===== config.mk =====
export PLATFORM = sky130hd
export DESIGN_NAME = regfile_write_arbiter
export DESIGN_NICKNAME = d
export VERILOG_FILES = /design/src/rtl/regfile_pkg.sv /design/src/rtl/wb_queue.sv /design/src/rtl/regfile_write_arbiter.sv
export SDC_FILE = /design/constraint.sdc
export NUM_CORES = 1
export LEC_CHECK = 0
export ABC_AREA = 0
export BUFFER_PORTS_ARGS = -buffer_cell sky130_fd_sc_hd__buf_2
export CORE_ASPECT_RATIO = 0.75
export CORE_MARGIN = 2
export CORE_UTILIZATION = 55
export CTS_BUF_LIST = sky130_fd_sc_hd__clkbuf_4 sky130_fd_sc_hd__clkbuf_8
export DETAILED_ROUTE_END_ITERATION = 12
export PLACE_DENSITY = 0.73
export SLEW_MARGIN = 15
export SYNTH_ARGS = -nofsm -noshare
export SYNTH_HDL_FRONTEND = slang
export SYNTH_SLANG_ARGS = --single-unit
export TNS_END_PERCENT = 5

===== constraint.sdc =====
create_clock -name clock -period 6.3 [get_ports clock]
set_input_delay 0.63 -clock clock [delete_from_list [all_inputs] [get_ports clock]]
set_output_delay 0.63 -clock clock [all_outputs]
set_load 0.02 [all_outputs]

===== src/rtl/regfile_pkg.sv =====
// Shared definitions for the register-file write-back path.
//   NUM_REGS / REG_ADDR_W : architectural register count and address width
//   ZERO_REG              : hard-wired zero register; writes to it are dropped
//   req_e                 : write-back requester identity (arbiter last_grant)
package regfile_pkg;

    localparam int unsigned NUM_REGS = 32;
    localparam int unsigned REG_ADDR_W = 5;
    localparam logic [REG_ADDR_W-1:0] ZERO_REG = '0;

    typedef enum logic {
        REQ_ALU = 1'b0,
        REQ_MEM = 1'b1
    } req_e;

endpackage


===== src/rtl/wb_queue.sv =====
// Small circular FIFO holding pending write-back entries for one requester.
// Ports:
//   clock, reset_n : clock and synchronous active-low reset (flushes the queue)
//   push, push_data: enqueue an entry (ignored when full)
//   pop            : dequeue the head (ignored when empty)
//   head           : current head entry, valid while !empty
//   empty, full    : derived from the registered occupancy count
module wb_queue #(
    parameter int unsigned WIDTH = 37,
    parameter int unsigned DEPTH = 2
) (
    input  logic             clock,
    input  logic             reset_n,
    input  logic             push,
    input  logic [WIDTH-1:0] push_data,
    input  logic             pop,
    output logic [WIDTH-1:0] head,
    output logic             empty,
    output logic             full
);

    localparam int unsigned PtrW = (DEPTH > 1) ? $clog2(DEPTH) : 1;
    localparam int unsigned CntW = $clog2(DEPTH + 1);

    logic [WIDTH-1:0] mem_q [DEPTH];
    logic [PtrW-1:0]  wr_ptr_q, wr_ptr_d;
    logic [PtrW-1:0]  rd_ptr_q, rd_ptr_d;
    logic [CntW-1:0]  count_q, count_d;
    logic             do_push, do_pop;

    assign empty   = (count_q == '0);
    assign full    = (count_q == CntW'(DEPTH));
    assign do_push = push && !full;
    assign do_pop  = pop && !empty;
    assign head    = mem_q[rd_ptr_q];

    always_comb begin
        wr_ptr_d = wr_ptr_q;
        rd_ptr_d = rd_ptr_q;
        count_d  = count_q;
        // Explicit wrap so DEPTH need not be a power of two.
        if (do_push) begin
            wr_ptr_d = (wr_ptr_q == PtrW'(DEPTH - 1)) ? '0 : wr_ptr_q + PtrW'(1);
        end
        if (do_pop) begin
            rd_ptr_d = (rd_ptr_q == PtrW'(DEPTH - 1)) ? '0 : rd_ptr_q + PtrW'(1);
        end
        unique case ({do_push, do_pop})
            2'b10:   count_d = count_q + CntW'(1);
            2'b01:   count_d = count_q - CntW'(1);
            default: count_d = count_q;
        endcase
    end

    always_ff @(posedge clock) begin
        if (!reset_n) begin
            wr_ptr_q <= '0;
            rd_ptr_q <= '0;
            count_q  <= '0;
        end else begin
            wr_ptr_q <= wr_ptr_d;
            rd_ptr_q <= rd_ptr_d;
            count_q  <= count_d;
        end
    end

    // Storage needs no reset: occupancy alone decides what is valid.
    always_ff @(posedge clock) begin
        if (do_push) begin
            mem_q[wr_ptr_q] <= push_data;
        end
    end

endmodule


===== src/rtl/regfile_write_arbiter.sv =====
// Shares the register file's single write port between the ALU and load
// write-back paths, with a per-register pending scoreboard for decode stalls.
// Ports:
//   clock, reset_n                 : clock, synchronous active-low reset
//   alu_valid/ready/reg/data       : ALU write-back requester (valid/ready)
//   mem_valid/ready/reg/data       : load-path write-back requester
//   rf_write, rf_reg, rf_data      : RegWrite / WriteReg / WriteData
//   rd_a, rd_b                     : decode read addresses
//   stall                          : a read address has an outstanding write
//   pending                        : per-register outstanding-write flags
module regfile_write_arbiter
    import regfile_pkg::*;
#(
    parameter int unsigned WIDTH = 32,
    parameter int unsigned DEPTH = 2
) (
    input  logic                  clock,
    input  logic                  reset_n,
    input  logic                  alu_valid,
    output logic                  alu_ready,
    input  logic [REG_ADDR_W-1:0] alu_reg,
    input  logic [WIDTH-1:0]      alu_data,
    input  logic                  mem_valid,
    output logic                  mem_ready,
    input  logic [REG_ADDR_W-1:0] mem_reg,
    input  logic [WIDTH-1:0]      mem_data,
    output logic                  rf_write,
    output logic [REG_ADDR_W-1:0] rf_reg,
    output logic [WIDTH-1:0]      rf_data,
    input  logic [REG_ADDR_W-1:0] rd_a,
    input  logic [REG_ADDR_W-1:0] rd_b,
    output logic                  stall,
    output logic [NUM_REGS-1:0]   pending
);

    localparam int unsigned EntryW = WIDTH + REG_ADDR_W;
    // Both FIFOs full plus the output register plus one in-flight accept.
    localparam int unsigned CntW = $clog2(2 * DEPTH + 2);

    logic [EntryW-1:0]     alu_head, mem_head;
    logic                  alu_empty, alu_full, mem_empty, mem_full;
    logic                  alu_push, mem_push;
    logic                  grant_alu, grant_mem;
    req_e                  last_grant_q;
    logic                  rf_write_q;
    logic [REG_ADDR_W-1:0] rf_reg_q;
    logic [WIDTH-1:0]      rf_data_q;
    logic [CntW-1:0]       cnt_q [NUM_REGS];
    logic [CntW-1:0]       cnt_d [NUM_REGS];

    assign alu_ready = !alu_full;
    assign mem_ready = !mem_full;

    // Register-0 requests complete the handshake but are never enqueued.
    assign alu_push = alu_valid && alu_ready && (alu_reg != ZERO_REG);
    assign mem_push = mem_valid && mem_ready && (mem_reg != ZERO_REG);

    wb_queue #(
        .WIDTH (EntryW),
        .DEPTH (DEPTH)
    ) u_alu_q (
        .clock     (clock),
        .reset_n   (reset_n),
        .push      (alu_push),
        .push_data ({alu_reg, alu_data}),
        .pop       (grant_alu),
        .head      (alu_head),
        .empty     (alu_empty),
        .full      (alu_full)
    );

    wb_queue #(
        .WIDTH (EntryW),
        .DEPTH (DEPTH)
    ) u_mem_q (
        .clock     (clock),
        .reset_n   (reset_n),
        .push      (mem_push),
        .push_data ({mem_reg, mem_data}),
        .pop       (grant_mem),
        .head      (mem_head),
        .empty     (mem_empty),
        .full      (mem_full)
    );

    // Round robin: on contention the requester not granted last wins.
    always_comb begin
        grant_alu = !alu_empty && (mem_empty || (last_grant_q == REQ_MEM));
        grant_mem = !mem_empty && !grant_alu;
    end

    always_ff @(posedge clock) begin
        if (!reset_n) begin
            rf_write_q   <= 1'b0;
            rf_reg_q     <= '0;
            rf_data_q    <= '0;
            last_grant_q <= REQ_MEM;
        end else begin
            rf_write_q <= grant_alu || grant_mem;
            if (grant_alu) begin
                rf_reg_q     <= alu_head[EntryW-1 -: REG_ADDR_W];
                rf_data_q    <= alu_head[WIDTH-1:0];
                last_grant_q <= REQ_ALU;
            end else if (grant_mem) begin
                rf_reg_q     <= mem_head[EntryW-1 -: REG_ADDR_W];
                rf_data_q    <= mem_head[WIDTH-1:0];
                last_grant_q <= REQ_MEM;
            end
        end
    end

    assign rf_write = rf_write_q;
    assign rf_reg   = rf_reg_q;
    assign rf_data  = rf_data_q;

    // Count up on accept, down when the register file commits the write.
    always_comb begin
        for (int r = 0; r < NUM_REGS; r++) begin
            if (r == 0) begin
                cnt_d[r] = '0;
            end else begin
                cnt_d[r] = cnt_q[r]
                         + CntW'(alu_push && (alu_reg == REG_ADDR_W'(r)))
                         + CntW'(mem_push && (mem_reg == REG_ADDR_W'(r)))
                         - CntW'(rf_write_q && (rf_reg_q == REG_ADDR_W'(r)));
            end
        end
    end

    always_ff @(posedge clock) begin
        for (int r = 0; r < NUM_REGS; r++) begin
            if (!reset_n) begin
                cnt_q[r] <= '0;
            end else begin
                cnt_q[r] <= cnt_d[r];
            end
        end
    end

    always_comb begin
        pending = '0;
        for (int r = 1; r < NUM_REGS; r++) begin
            pending[r] = (cnt_q[r] != '0);
        end
    end

    assign stall = pending[rd_a] || pending[rd_b];

endmodule

==> out/results.ini <==
[critical_path]
worst_path_max_delay_cell = nor3_1
path_class = flop to output port
endpoint_kind = output port
slowest_delay_ns = 0.75
crit_buf_inv = 1
critPathTopFamily = simple AND/OR/NAND/NOR gates
crit_chain = nor3_1 -> a2111oi_0 -> a311o_1 -> o221ai_1 -> nand4_1 -> buf_2
startpoint_type = flop
critPathMaxFanout = 4
cp.required_ns = 5.67
crit_arrival_ns = 2.69

[pwr]
p_leak_nw = 6.301
combPwrFrac_pct = 30.6
clockPowerShare_pct = 27.0
switching_share_pct = 34.21
p_per_area_mw_per_mm2 = 358.9
p_int_mw = 3.788
finalPower_mw = 5.758
vdd_drop_max_mv = 0.2437
switching_power_mw = 1.970
seq_power_share_pct = 42.3

[yosys]
syn_area_mm2 = 0.01405
syn-num-nets = 1428
ys.flop_type = edfxtp_1
synth_seq_cells = 290
ys_warn_count = 0
synth_cell_type_count = 56
syn_inst = 1245
avgSynthCellArea_um2 = 11.28
seq_area_frac_synth_pct = 51.87
async_flop_share_pct = 0
synth_edf_count = 148

[status]
status = completed

[timing]
rsz0062_at_grt = false
layout_min_cycle_time_ns = 3.324
setup_viol_count_final = 0
skew_ns = 0.01240
tns_ns = 0
maxSlewHeadroom_pct = 38.90
finalCritPeriodShare_pct = 52.77
worst_slew_pin_slew_ns = 0.9095
hold_viol = 0
clock.fmax_mhz = 300.8
maxSlewViolCount = 0

[clock_network]
clkTransAtPathRegs_ns = 0.07
ctsHoldBuffers = 0
cts_resized = 0
numCtsBuffers = 44
htreeDepth = 2
clk_latency_ns = 0.55
root_buffer = clkbuf_8
cts_tree = built
cts_setup_buffers = 0
clockBufferDepth = 3
clock-sinks = 290

[flow_run]
drv_cap = 0

[route]
wire_per_inst_um = 17.95
drtAntennaViolNets = 0
finalWirelength_um = 31910
dr.pass1.iters = 6
via_per_inst = 5.318
route.detailed.drc = 0
first_iter_violations = 671
dr_total_vias = 9456

[layout]
largest_register_ffs = 93
area_growth_pct = 14.20
drive_gt1_share_pct = 18.85
n_fill_cell = 2018
fin_cells = 1778
multi_input_area_mm2 = 0.006016
seq_area_mm2 = 0.007289
regMostFlops = cnt_q
reg_top3 = cnt_q x93, u_alu_q.mem_q x74, u_mem_q.mem_q x74
nets = 1586

[grt]
grt_overflow = 0
grt_pass1_wl_um = 50580
grt_usage_pct = 24.38
antenna_found_initial = 4
first_global_vias = 9379
grt_max_degree = 77

[floorplan]
die_x_um = 188.5
die_h_um = 142.4
initial_utilization_pct = 56.14
die-area_mm2 = 0.02685
core_mm2 = 0.02502
io_pins = 161
rows = 50

[place]
place_congestion = 0.9003
hpwlAfterDp_um = 21710
dp_cells = 1695
port_buffers = 159

[min_path]
min_path_type = primary input to flop

-- cell usage after synthesis, drive strengths merged (2+ instances only) --
cell type | instances | share of area, %
o221ai | 2 | 0.17
nand3 | 23 | 0.82
a221o | 2 | 0.14
a21oi | 4 | 0.17
nor2 | 51 | 1.4
ha | 33 | 2.9
xnor2 | 63 | 3.9
fa | 62 | 8.8
nand4 | 2 | 0.089
xor2 | 5 | 0.31
nor2b | 50 | 2.2
nand2 | 133 | 3.6
dfxtp | 142 | 20
a2111oi | 2 | 0.12
buf | 20 | 0.77
o211ai | 40 | 2.1
and3 | 39 | 1.7
nand3b | 2 | 0.11
a211oi | 4 | 0.21
a311o | 2 | 0.14
nor3 | 18 | 0.64
o22ai | 2 | 0.089
or3 | 20 | 1.1
o21ai | 10 | 0.36
a41oi | 2 | 0.12
o21a | 2 | 0.11
nand2b | 5 | 0.22
nor4 | 4 | 0.18
mux4 | 6 | 0.96
and2 | 71 | 3.2
mux2i | 79 | 5.6
edfxtp | 148 | 32
mux2 | 2 | 0.16
clkbuf | 36 | 0.96
a21boi | 3 | 0.16
inv | 145 | 3.9
-- cell usage in the layout (no fill, tap or decap), types with 3 or more instances in the layout --
master | Yosys | layout
clkbuf_8 | 0 | 49
a211oi_1 | 4 | 4
nor2_4 | 0 | 5
and2_1 | 71 | 71
mux4_2 | 6 | 6
nor4_1 | 4 | 4
or3_1 | 14 | 14
or3_4 | 6 | 6
fa_1 | 62 | 62
clkinv_2 | 0 | 5
and3_1 | 39 | 39
nand3_1 | 23 | 23
xor2_1 | 5 | 5
dfxtp_1 | 142 | 140
edfxtp_1 | 148 | 148
mux2i_1 | 79 | 79
inv_1 | 143 | 143
xnor2_1 | 63 | 63
nand2b_1 | 5 | 5
o21ai_1 | 3 | 3
o21ai_0 | 7 | 7
ha_1 | 33 | 33
nor3_1 | 18 | 18
clkbuf_4 | 0 | 17
nor2b_1 | 50 | 50
nor2_1 | 51 | 46
buf_2 | 12 | 158
buf_4 | 3 | 11
nand2_1 | 133 | 133
o211ai_1 | 40 | 40
a21oi_1 | 3 | 3
clkinv_1 | 0 | 6
-- area by class of cell --
| type | instances | share of cell area [%] |
|---|---|---|
| Tap cell | 338 | 2.636 |
| Antenna cell | 2 | 0.03120 |
| Clock inverter | 15 | 0.5615 |
| Inverter | 145 | 3.393 |
| Clock buffer | 66 | 4.999 |
| Timing Repair Buffer | 169 | 5.444 |
| Multi-Input combinational cell | 753 | 37.50 |
| Sequential cell | 290 | 45.44 |
-- worst paths after layout --
check / start / end / slack, ns / cells after the start
worst max-delay path: cnt_q[2][19] / stall / 2.98 / 6
worst min-delay path: mem_data[3] / u_mem_q.mem_q[0][3] / 0.27 / 1
worst max register to register: u_mem_q.count_q[0] / cnt_q[1][19] / 3.28 / 9
worst min register to register: u_mem_q.count_q[1] / u_mem_q.count_q[1] / 0.57 / 2
-- worst register-to-register path: stages, from the launching register on --
cell and delay (ns):
dfxtp_1 0.46, nand2b_1 0.23, nand3b_1 0.18, nor2b_1 0.49, nand3_1 0.15, ha_1 0.32, fa_1 0.42, inv_1 0.10
fa_1 0.41, and2_1 0.16
-- kinds of logic after synthesis --
family                   count (synthesis)  synth area share, %
AND/OR/NAND/NOR                        423                15.47
flip-flops                             290                51.87
buffers and inverters                  202                5.673
adder cells (fa/ha/maj)                 95                11.77
multiplexers                            87                6.751
AO/OA/AOI/OAI                           79                4.195
XOR/XNOR                                68                4.239
other                                    1              0.02669
-- layer usage --
metal	wire length (µm)	global-route usage, %	vias to the layer above	share of wire, %
met5	27	0	-	0.085
li1	-	-	4477	-
met4	598	6.908	4	1.9
met2	13750	35.72	360	43
met1	14640	35.60	4564	46
met3	2892	6.780	51	9.1
-- power groups by stage --
stage	sequential [mW]	clock (mW)	combinational, mW
detailed placement	2.48	0	1.76
global route	2.47	1.67	1.94
global placement	2.47	0	1.73
floorplan	2.55	0	1.14
CTS	2.44	1.59	1.77
finish	2.44	1.56	1.76
-- per-stage QoR --
stage                     setup WS, ns  util (%)  area (µm²)  hold WS [ns]
final                            2.976     64.11       16040        0.2677
after global routing             2.843     64.10       16040        0.2297
after CTS                        2.978     64.09       16040        0.2326
after detailed placement         2.913     60.53       15150        0.5503
after global placement           2.939     60.53       15150        0.5306
after floorplan                  3.027         -       14050        0.4713
(Power assumes the default switching activity.)
